[config.mk]
export PLATFORM = sky130hd
export DESIGN_NAME = alu_logic_arbiter
export DESIGN_NICKNAME = d
export VERILOG_FILES = /design/src/rtl/alu_logic_arbiter.sv
export SDC_FILE = /design/constraint.sdc
export NUM_CORES = 1
export LEC_CHECK = 0
export CAP_MARGIN = 15
export CORE_MARGIN = 8
export CORE_UTILIZATION = 42
export DETAILED_ROUTE_END_ITERATION = 12
export GPL_TIMING_DRIVEN = 1
export PLACE_DENSITY = 0.81
export SKIP_CTS_REPAIR_TIMING = 1
export SLEW_MARGIN = 20
export SYNTH_ARGS = -nofsm -noshare
export SYNTH_HDL_FRONTEND = slang
export SYNTH_SLANG_ARGS = --single-unit
[constraint.sdc]
create_clock -name clk -period 1.4 [get_ports clk]
set_clock_uncertainty 0.05 [all_clocks]
set_input_delay 0.21 -clock clk [delete_from_list [all_inputs] [get_ports clk]]
set_output_delay 0.21 -clock clk [all_outputs]
set_load 0.1 [all_outputs]
[src/rtl/alu_logic_arbiter.sv]
// alu_logic_arbiter
//
// Purpose:
//   Shares one W-bit bitwise logic unit (AND/OR/XOR/NOT) between two
//   requesters. A fair round-robin arbiter picks one request at a time through
//   a valid/ready handshake. The operation runs for one cycle. The result is
//   then held on a registered response port until the consumer takes it.
//
// Parameters:
//   W           operand/result width in bits (default 3)
//
// Ports:
//   clk         system clock, rising edge
//   rst         synchronous reset, active-high
//   reqN_valid  requester N has an operation pending (N = 0, 1)
//   reqN_a      requester N operand A
//   reqN_b      requester N operand B
//   reqN_s      requester N op select:
//                 00 = A&B, 01 = A|B, 10 = A^B, 11 = ~A
//   reqN_ready  requester N is accepted this cycle (combinational)
//   res_valid   result available
//   res_data    result value
//   res_id      requester that owns res_data
//   res_ready   consumer accepts the result
//
// Optional build macro:
//   ALU_LOGIC_ARB_STATS_EN  adds cnt0/cnt1 (8 bits each). Each counter counts
//                           the handshakes granted to its requester and
//                           saturates at 255.

module alu_logic_arbiter #(
  parameter int W = 3
) (
  input  logic         clk,
  input  logic         rst,
  input  logic         req0_valid,
  input  logic [W-1:0] req0_a,
  input  logic [W-1:0] req0_b,
  input  logic [1:0]   req0_s,
  output logic         req0_ready,
  input  logic         req1_valid,
  input  logic [W-1:0] req1_a,
  input  logic [W-1:0] req1_b,
  input  logic [1:0]   req1_s,
  output logic         req1_ready,
  output logic         res_valid,
  output logic [W-1:0] res_data,
  output logic         res_id,
  input  logic         res_ready
`ifdef ALU_LOGIC_ARB_STATS_EN
  ,
  output logic [7:0]   cnt0,
  output logic [7:0]   cnt1
`endif
);

  typedef enum logic [1:0] {
    IDLE,
    EXEC,
    DONE
  } state_t;

  state_t       state;
  state_t       state_next;
  logic         rr_ptr;
  logic         grant0;
  logic         grant1;
  logic [W-1:0] op_a;
  logic [W-1:0] op_b;
  logic [1:0]   op_s;
  logic         op_id;
  logic [W-1:0] logic_result;

  // Round-robin pick. A lone valid requester always wins. When both
  // requesters are valid, rr_ptr breaks the tie.
  always_comb begin
    grant0 = req0_valid && (!req1_valid || !rr_ptr);
    grant1 = req1_valid && (!req0_valid ||  rr_ptr);
  end

  // Next state and handshake outputs. The readies are only offered in IDLE
  // and are forced low while rst is high.
  always_comb begin
    state_next = state;
    req0_ready = 1'b0;
    req1_ready = 1'b0;
    case (state)
      IDLE: begin
        if (!rst) begin
          req0_ready = grant0;
          req1_ready = grant1;
          if (grant0 || grant1) begin
            state_next = EXEC;
          end
        end
      end
      EXEC: state_next = DONE;
      DONE: begin
        if (res_ready) begin
          state_next = IDLE;
        end
      end
      default: state_next = IDLE;
    endcase
  end

  // State register
  always_ff @(posedge clk) begin
    if (rst) begin
      state <= IDLE;
    end else begin
      state <= state_next;
    end
  end

  // The logic unit works only on the latched operands. Operand changes after
  // the handshake therefore cannot affect the result.
  always_comb begin
    logic_result = '0;
    case (op_s)
      2'b00:   logic_result = op_a & op_b;
      2'b01:   logic_result = op_a | op_b;
      2'b10:   logic_result = op_a ^ op_b;
      default: logic_result = ~op_a;
    endcase
  end

  // Operand capture, round-robin update and the registered response.
  // After a grant, rr_ptr points at the loser so that the loser wins the
  // next tie. res_data keeps its value after the consumer takes the result.
  always_ff @(posedge clk) begin
    if (rst) begin
      rr_ptr    <= 1'b0;
      op_a      <= '0;
      op_b      <= '0;
      op_s      <= 2'b00;
      op_id     <= 1'b0;
      res_valid <= 1'b0;
      res_data  <= '0;
      res_id    <= 1'b0;
    end else begin
      case (state)
        IDLE: begin
          if (req0_ready || req1_ready) begin
            op_a   <= req1_ready ? req1_a : req0_a;
            op_b   <= req1_ready ? req1_b : req0_b;
            op_s   <= req1_ready ? req1_s : req0_s;
            op_id  <= req1_ready;
            rr_ptr <= !req1_ready;
          end
        end
        EXEC: begin
          res_data  <= logic_result;
          res_id    <= op_id;
          res_valid <= 1'b1;
        end
        DONE: begin
          if (res_ready) begin
            res_valid <= 1'b0;
          end
        end
        default: ;
      endcase
    end
  end

`ifdef ALU_LOGIC_ARB_STATS_EN
  // Per-requester grant counters. Each counter saturates at 255 and does not
  // wrap.
  always_ff @(posedge clk) begin
    if (rst) begin
      cnt0 <= 8'd0;
      cnt1 <= 8'd0;
    end else begin
      if (req0_ready && (cnt0 != 8'hFF)) begin
        cnt0 <= cnt0 + 8'd1;
      end
      if (req1_ready && (cnt1 != 8'hFF)) begin
        cnt1 <= cnt1 + 8'd1;
      end
    end
  end
`endif

endmodule

# Word level (Yosys, flattened, before mapping)
# Cells that the tools add are included.
[totals] reg_bits=17 out_inout_bits=7
[classes] n_eq_ne=6 mux=13 bitwise_logic=4 reduce_logical=16
[ops] operator="$pmux 3 s3" n=1
[ops] operator="$mux 2" n=3
[ops] operator="$mux 3" n=2
[ops] operator="$pmux 2 s3" n=1
[ops] operator="$reduce_and 2->1" n=3
[ops] operator="$mux 1" n=5
[ops] operator="$eq 2x1->1 const B" n=2
[ops] operator="$eq 2x2->1 const B" n=2
[ops] operator="$logic_not 1->1" n=4
[ops] operator="$logic_not 2->1" n=2
[ops] operator="$logic_or 1x1->1" n=4
[ops] operator="$ne 2x2->1 const B" n=2
[ops] operator="$and 3x3->3" n=1
[ops] operator="$not 3->3" n=1
[ops] operator="$or 3x3->3" n=1
[ops] operator="$xor 3x3->3" n=1
[ops] operator="$logic_and 1x1->1" n=2
[ops] operator="$pmux 1 s2" n=1
[ops] operator="$reduce_bool 2->1" n=1

# Longest topological paths before layout
# Gate-level depths: netlist of the first run.
[logic_depth] depth_word=7 mapped_depth=5

# Worst setup path after synthesis of the first run
# Ideal clock, no wire load.
[synth_timing] path_type="register -> register" from="reg state[0]" to="reg op_id" setup_ns=0.079 arrival_ns=2.353 required_time_ns=1.271 setup_slack_ns=-1.083 path_stages_with_launch=5 path_buffers=1 synth_period_minus_slack_ns=2.483 cell_sequence="dfxtp_1 > or3_1 > buf_6 > nor3_2 > o21bai_1"
[synth_via] elab_chain_len=4 elab_cells_between_ends=5 classes_between="mux (2); reduce/logical (3)"
[synth_rtl] item="start: declaration" line="63" text="state_t state;"
[synth_rtl] item="start signal: assignment" line="112" text="state <= state_next;"
[synth_rtl] item="$logic_not 2->1 (*)" line="87" text="case (state)"
[synth_rtl] item="$mux 1 (*)" line="87"
[synth_rtl] item="via req1_ready" line="45" text="output logic req1_ready,"
[synth_rtl] item="$logic_or 1x1->1" line="144" text="if (req0_ready || req1_ready) begin"
[synth_rtl] item="$reduce_and 2->1 (no source line)"
[synth_rtl] item="end signal: assignment" line="148" text="op_id <= req1_ready;"
[synth_rtl] item="end: declaration" line="71" text="logic op_id;"
# Mark *: on every way through the listed nets, which the timed path passes. The rest lies on a longest branch.
# A chain may end at the register's enable or synchronous reset.

# Final worst setup path of the first run
[layout_timing] from="reg state[1]" to="out req1_ready"
[layout_via] elab_chain_len=2
[layout_rtl] item="$logic_not 2->1" line="87"
[layout_rtl] item="$mux 1" line="87"
[layout_rtl] item="end: declaration" line="45"
# Every way passes these cells.

==> results.ini, run 1 <==
[die]
floorplan.die.height_um=64.91
core_um2=2233
start_util=0.4499
ioPinCount=28
rows=17
die_w_um=64.91
dieArea_um2=4213

[clock_tree]
clock_insertion_delay_at_the_later_pin_of_the_skew_report_ns=0.28
tritoncts=yes
cts-buffers-inserted=3
clk_transition_reported_paths_ns=0.12
root_buffer=clkbuf_4
cts.sink_count=17
max-clock-path-buffers=2
htree_levels=1

[logic_synthesis]
synth_nets=136
synthesis.area_um2=1005
yosys.cell_types.count=30
post-synth-top-area-cell=dfxtp_1
yosys_warnings=0
synth.top_cells.by_area=dfxtp_1 34%, ha_1 7.5%, a311oi_1 7.0%, mux4_2 6.7%, o31ai_1 6.0%
postSynthCellCount=109
synth_largest_type_area_fraction=0.3387
synth_seq_cells=17
synth_area_per_inst_um2=9.218
sequential_share_of_the_synthesized_area=0.3387

[global_route]
groute.layer.met2.usage=0.2360
global_route.peak_usage_layer=met2
globalRouteMet3Util=0.04296
grt.overflow.total=0
first_pass_grt_wire_length_um=4429
grt.total_usage=0.1275
antenna_found_initial=0
maximum_number_of_pins_on_one_net_before_global_route_repair=19
gr_util_met1=0.1255
first_global_vias=1072

[run]
maxCapViolCount=0

[routing]
dr.first_iter.drc_count=39
drt_pre_antenna_iters=4
detail_route.vias_per_cell=5.679
drt-wirelength-per-cell_um=17.84
total_via_count_after_detailed_routing=1079
remaining_drc_errors=0
routed_wirelength_um=3390
postRouteAntennaNets=0

[outcome]
status=finished with violations
violations_in_the_final_reports=setup timing

[power]
leakage_uw=0.0006689
ir_worst_vdd_uv=697.6
power.total_uw=1465
power_density_nw_per_um2=831.4

[sta]
unrepaired_setup_endpoints_after_global_routing=true
worst_slew_slack_as_a_fraction_of_its_limit=0.7589
post-route-worst-setup-slack_ns=-0.3367
finalHoldViolCount=0
report.final.setup_viol=10
slew_violations=0
timing.fmax_mhz=575.8
layout_worst_path_cycle_share=1.241
layout_min_cycle_time_ns=1.737
totalNegativeSetupSlack_ns=-1.884
worstMarginPinSlew_ns=0.3609

[min_path]
worstHoldPathType=input pin to flip-flop
hold_startpoint=rst
min_delay_path_depth=4
worst_hold_end=op_b[1]

[setup_path]
setup_crit_end_kind=output port
critical_path.slowest_cell=or3_4
worstRegToRegCells=6
reg2reg_slack_ns=-0.21
worst_path_largest_cell_delay_ns=0.42
arrival_ns=1.48
crit_path_cell_trace=or3_4 -> nor3_4 -> buf_12
crit_path_category=flip-flop to output port
critPathMaxFanout=2
required_worst_endpoint_ns=1.14
critPathLaunchType=flip-flop
r2r_end=op_b[2]
crit-reg2reg-launch=state[1]

[final_layout]
postLayoutCoreUtil=0.7888
design.final.nets=190
share_of_final_layout_standard_cells_stronger_than_drive_strength_1=0.4444
antennaDiodeCount=0
syn_to_final_growth_pct=75.34

[placement]
placement.io_buffers=27
globalplace.congestion=0.7619
dp_hpwl_um=2082
detailedPlace.worstSlack_ns=-0.4334

## Yosys cell counts
library cell   n
and3_1         1
ha_1           6
buf_6          3
mux4_2         3
mux2i_1        1
nand4_1        8
or2_2          1
dfxtp_1       17
clkbuf_4       1
nand3b_1       3
nand2_1        2
or2_1          1
o31ai_1        8
nor2b_1        2
clkbuf_1       2
nor3_4         1
or3b_2         1
nor2_1         1
or3_1          1
a311oi_1       8
o21bai_1       1
and2_0         1
nor3_2         1
nor3_1         2
o21ai_0        3
a21oi_1       11
clkinv_1       1
inv_1         12
buf_2          3
nand2b_1       3
## registers in the layout (all words and copies together), names as in the netlist
register / flops
res_id: 1
op_b: 3
op_id: 1
rr_ptr: 1
op_s: 2
res_valid: 1
state: 2
op_a: 3
res_data: 3
## area by class of cell
cell class,instances,area (µm²)
inverters,13,48.80
fillers,118,471.7
repair buffers,58,606.8
flip-flops and latches,17,349.1
well taps,28,35.03
clock buffers,4,26.28
multi-input cells,70,695.7
## cell usage in the layout, fill, tap and decap left out
cell type / Yosys / final
clkdlybuf4s50_1: 0 / 19
nand2b_1: 3 / 3
nand3b_1: 3 / 3
dfxtp_1: 17 / 10
dfxtp_2: 0 / 7
or2_1: 1 / 1
nor2b_1: 2 / 2
nand4_1: 8 / 8
dlymetal6s2s_1: 0 / 1
or2_2: 1 / 1
a311oi_2: 0 / 3
clkbuf_4: 1 / 3
buf_8: 0 / 2
nand2_1: 2 / 2
and2_0: 1 / 1
ha_1: 6 / 5
clkinv_1: 1 / 1
nor2_1: 1 / 1
buf_12: 0 / 8
nor3_4: 1 / 2
a311oi_1: 8 / 5
o31ai_2: 0 / 2
ha_4: 0 / 1
o21ai_1: 0 / 2
inv_2: 0 / 2
a21oi_1: 11 / 11
o31ai_4: 0 / 6
clkbuf_1: 2 / 1
o21ai_2: 0 / 1
and3_4: 0 / 1
mux2i_1: 1 / 1
o21bai_1: 1 / 1
inv_1: 12 / 10
or3b_2: 1 / 1
mux4_2: 3 / 3
buf_6: 3 / 1
buf_4: 0 / 27
or3_4: 0 / 1
nor3_1: 2 / 2
## how the worst max path moves through the flow
stage	start	cells past startpoint	slack [ns]	to
finish	state[1]	3	-0.34	req1_ready
global route	state[1]	4	-0.38	req0_ready
CTS	rst	4	-0.43	req1_ready
detailed placement	rst	6	-0.43	op_b[1]
global placement	rst	5	-0.42	op_s[0]
floorplan	rst	5	-0.60	op_id
## cell families after synthesis
| family | count (synthesis) | synth area share |
|---|---|---|
| buffers and inverters | 22 | 0.1121 |
| muxes | 4 | 0.07721 |
| adders and majority gates | 6 | 0.07472 |
| DFF | 17 | 0.3387 |
| AOI/OAI and AO/OA | 31 | 0.2067 |
| and+or+nand+nor | 29 | 0.1906 |
## power by group
part,total (µW),internal [µW],switching [µW]
sequential,563,528,35.2
combinational,624,306,318
clock,278,111,167
total,1460,944,520
## worst max-delay path, delay by kind of cell, from the launching register on
| family | cells | cell delay (ns) |
|---|---|---|
| DFF | 1 | 0.34 |
| and+or+nand+nor | 2 | 0.65 |
| buffers and inverters | 1 | 0.20 |
## through the flow
stage	area [µm²]	hold WS (ns)	cells
final	1762	0.3188	190
after global routing	1762	0.3339	190
after CTS	1543	0.4375	184
after detailed placement	1516	0.4226	180
after global placement	1516	0.4105	180
after floorplan	1021	0.3273	109
## routing by layer
layer / part of all wire / wire (µm) / vias up
li1: - / - / 506
met1: 0.39 / 1333 / 519
met2: 0.53 / 1800 / 48
met3: 0.065 / 222 / 6
met4: 0.010 / 34 / 0
met5: 0 / 0 / -
Note: power is estimated with default switching activity, not from simulation.
==> inputs of run 2 (changes only) <==
- ABC_CLOCK_PERIOD_IN_PS: not set -> 1400
==> results of run 2 <==
No change in the layout: final DEF, timing and power equal those of run 1.
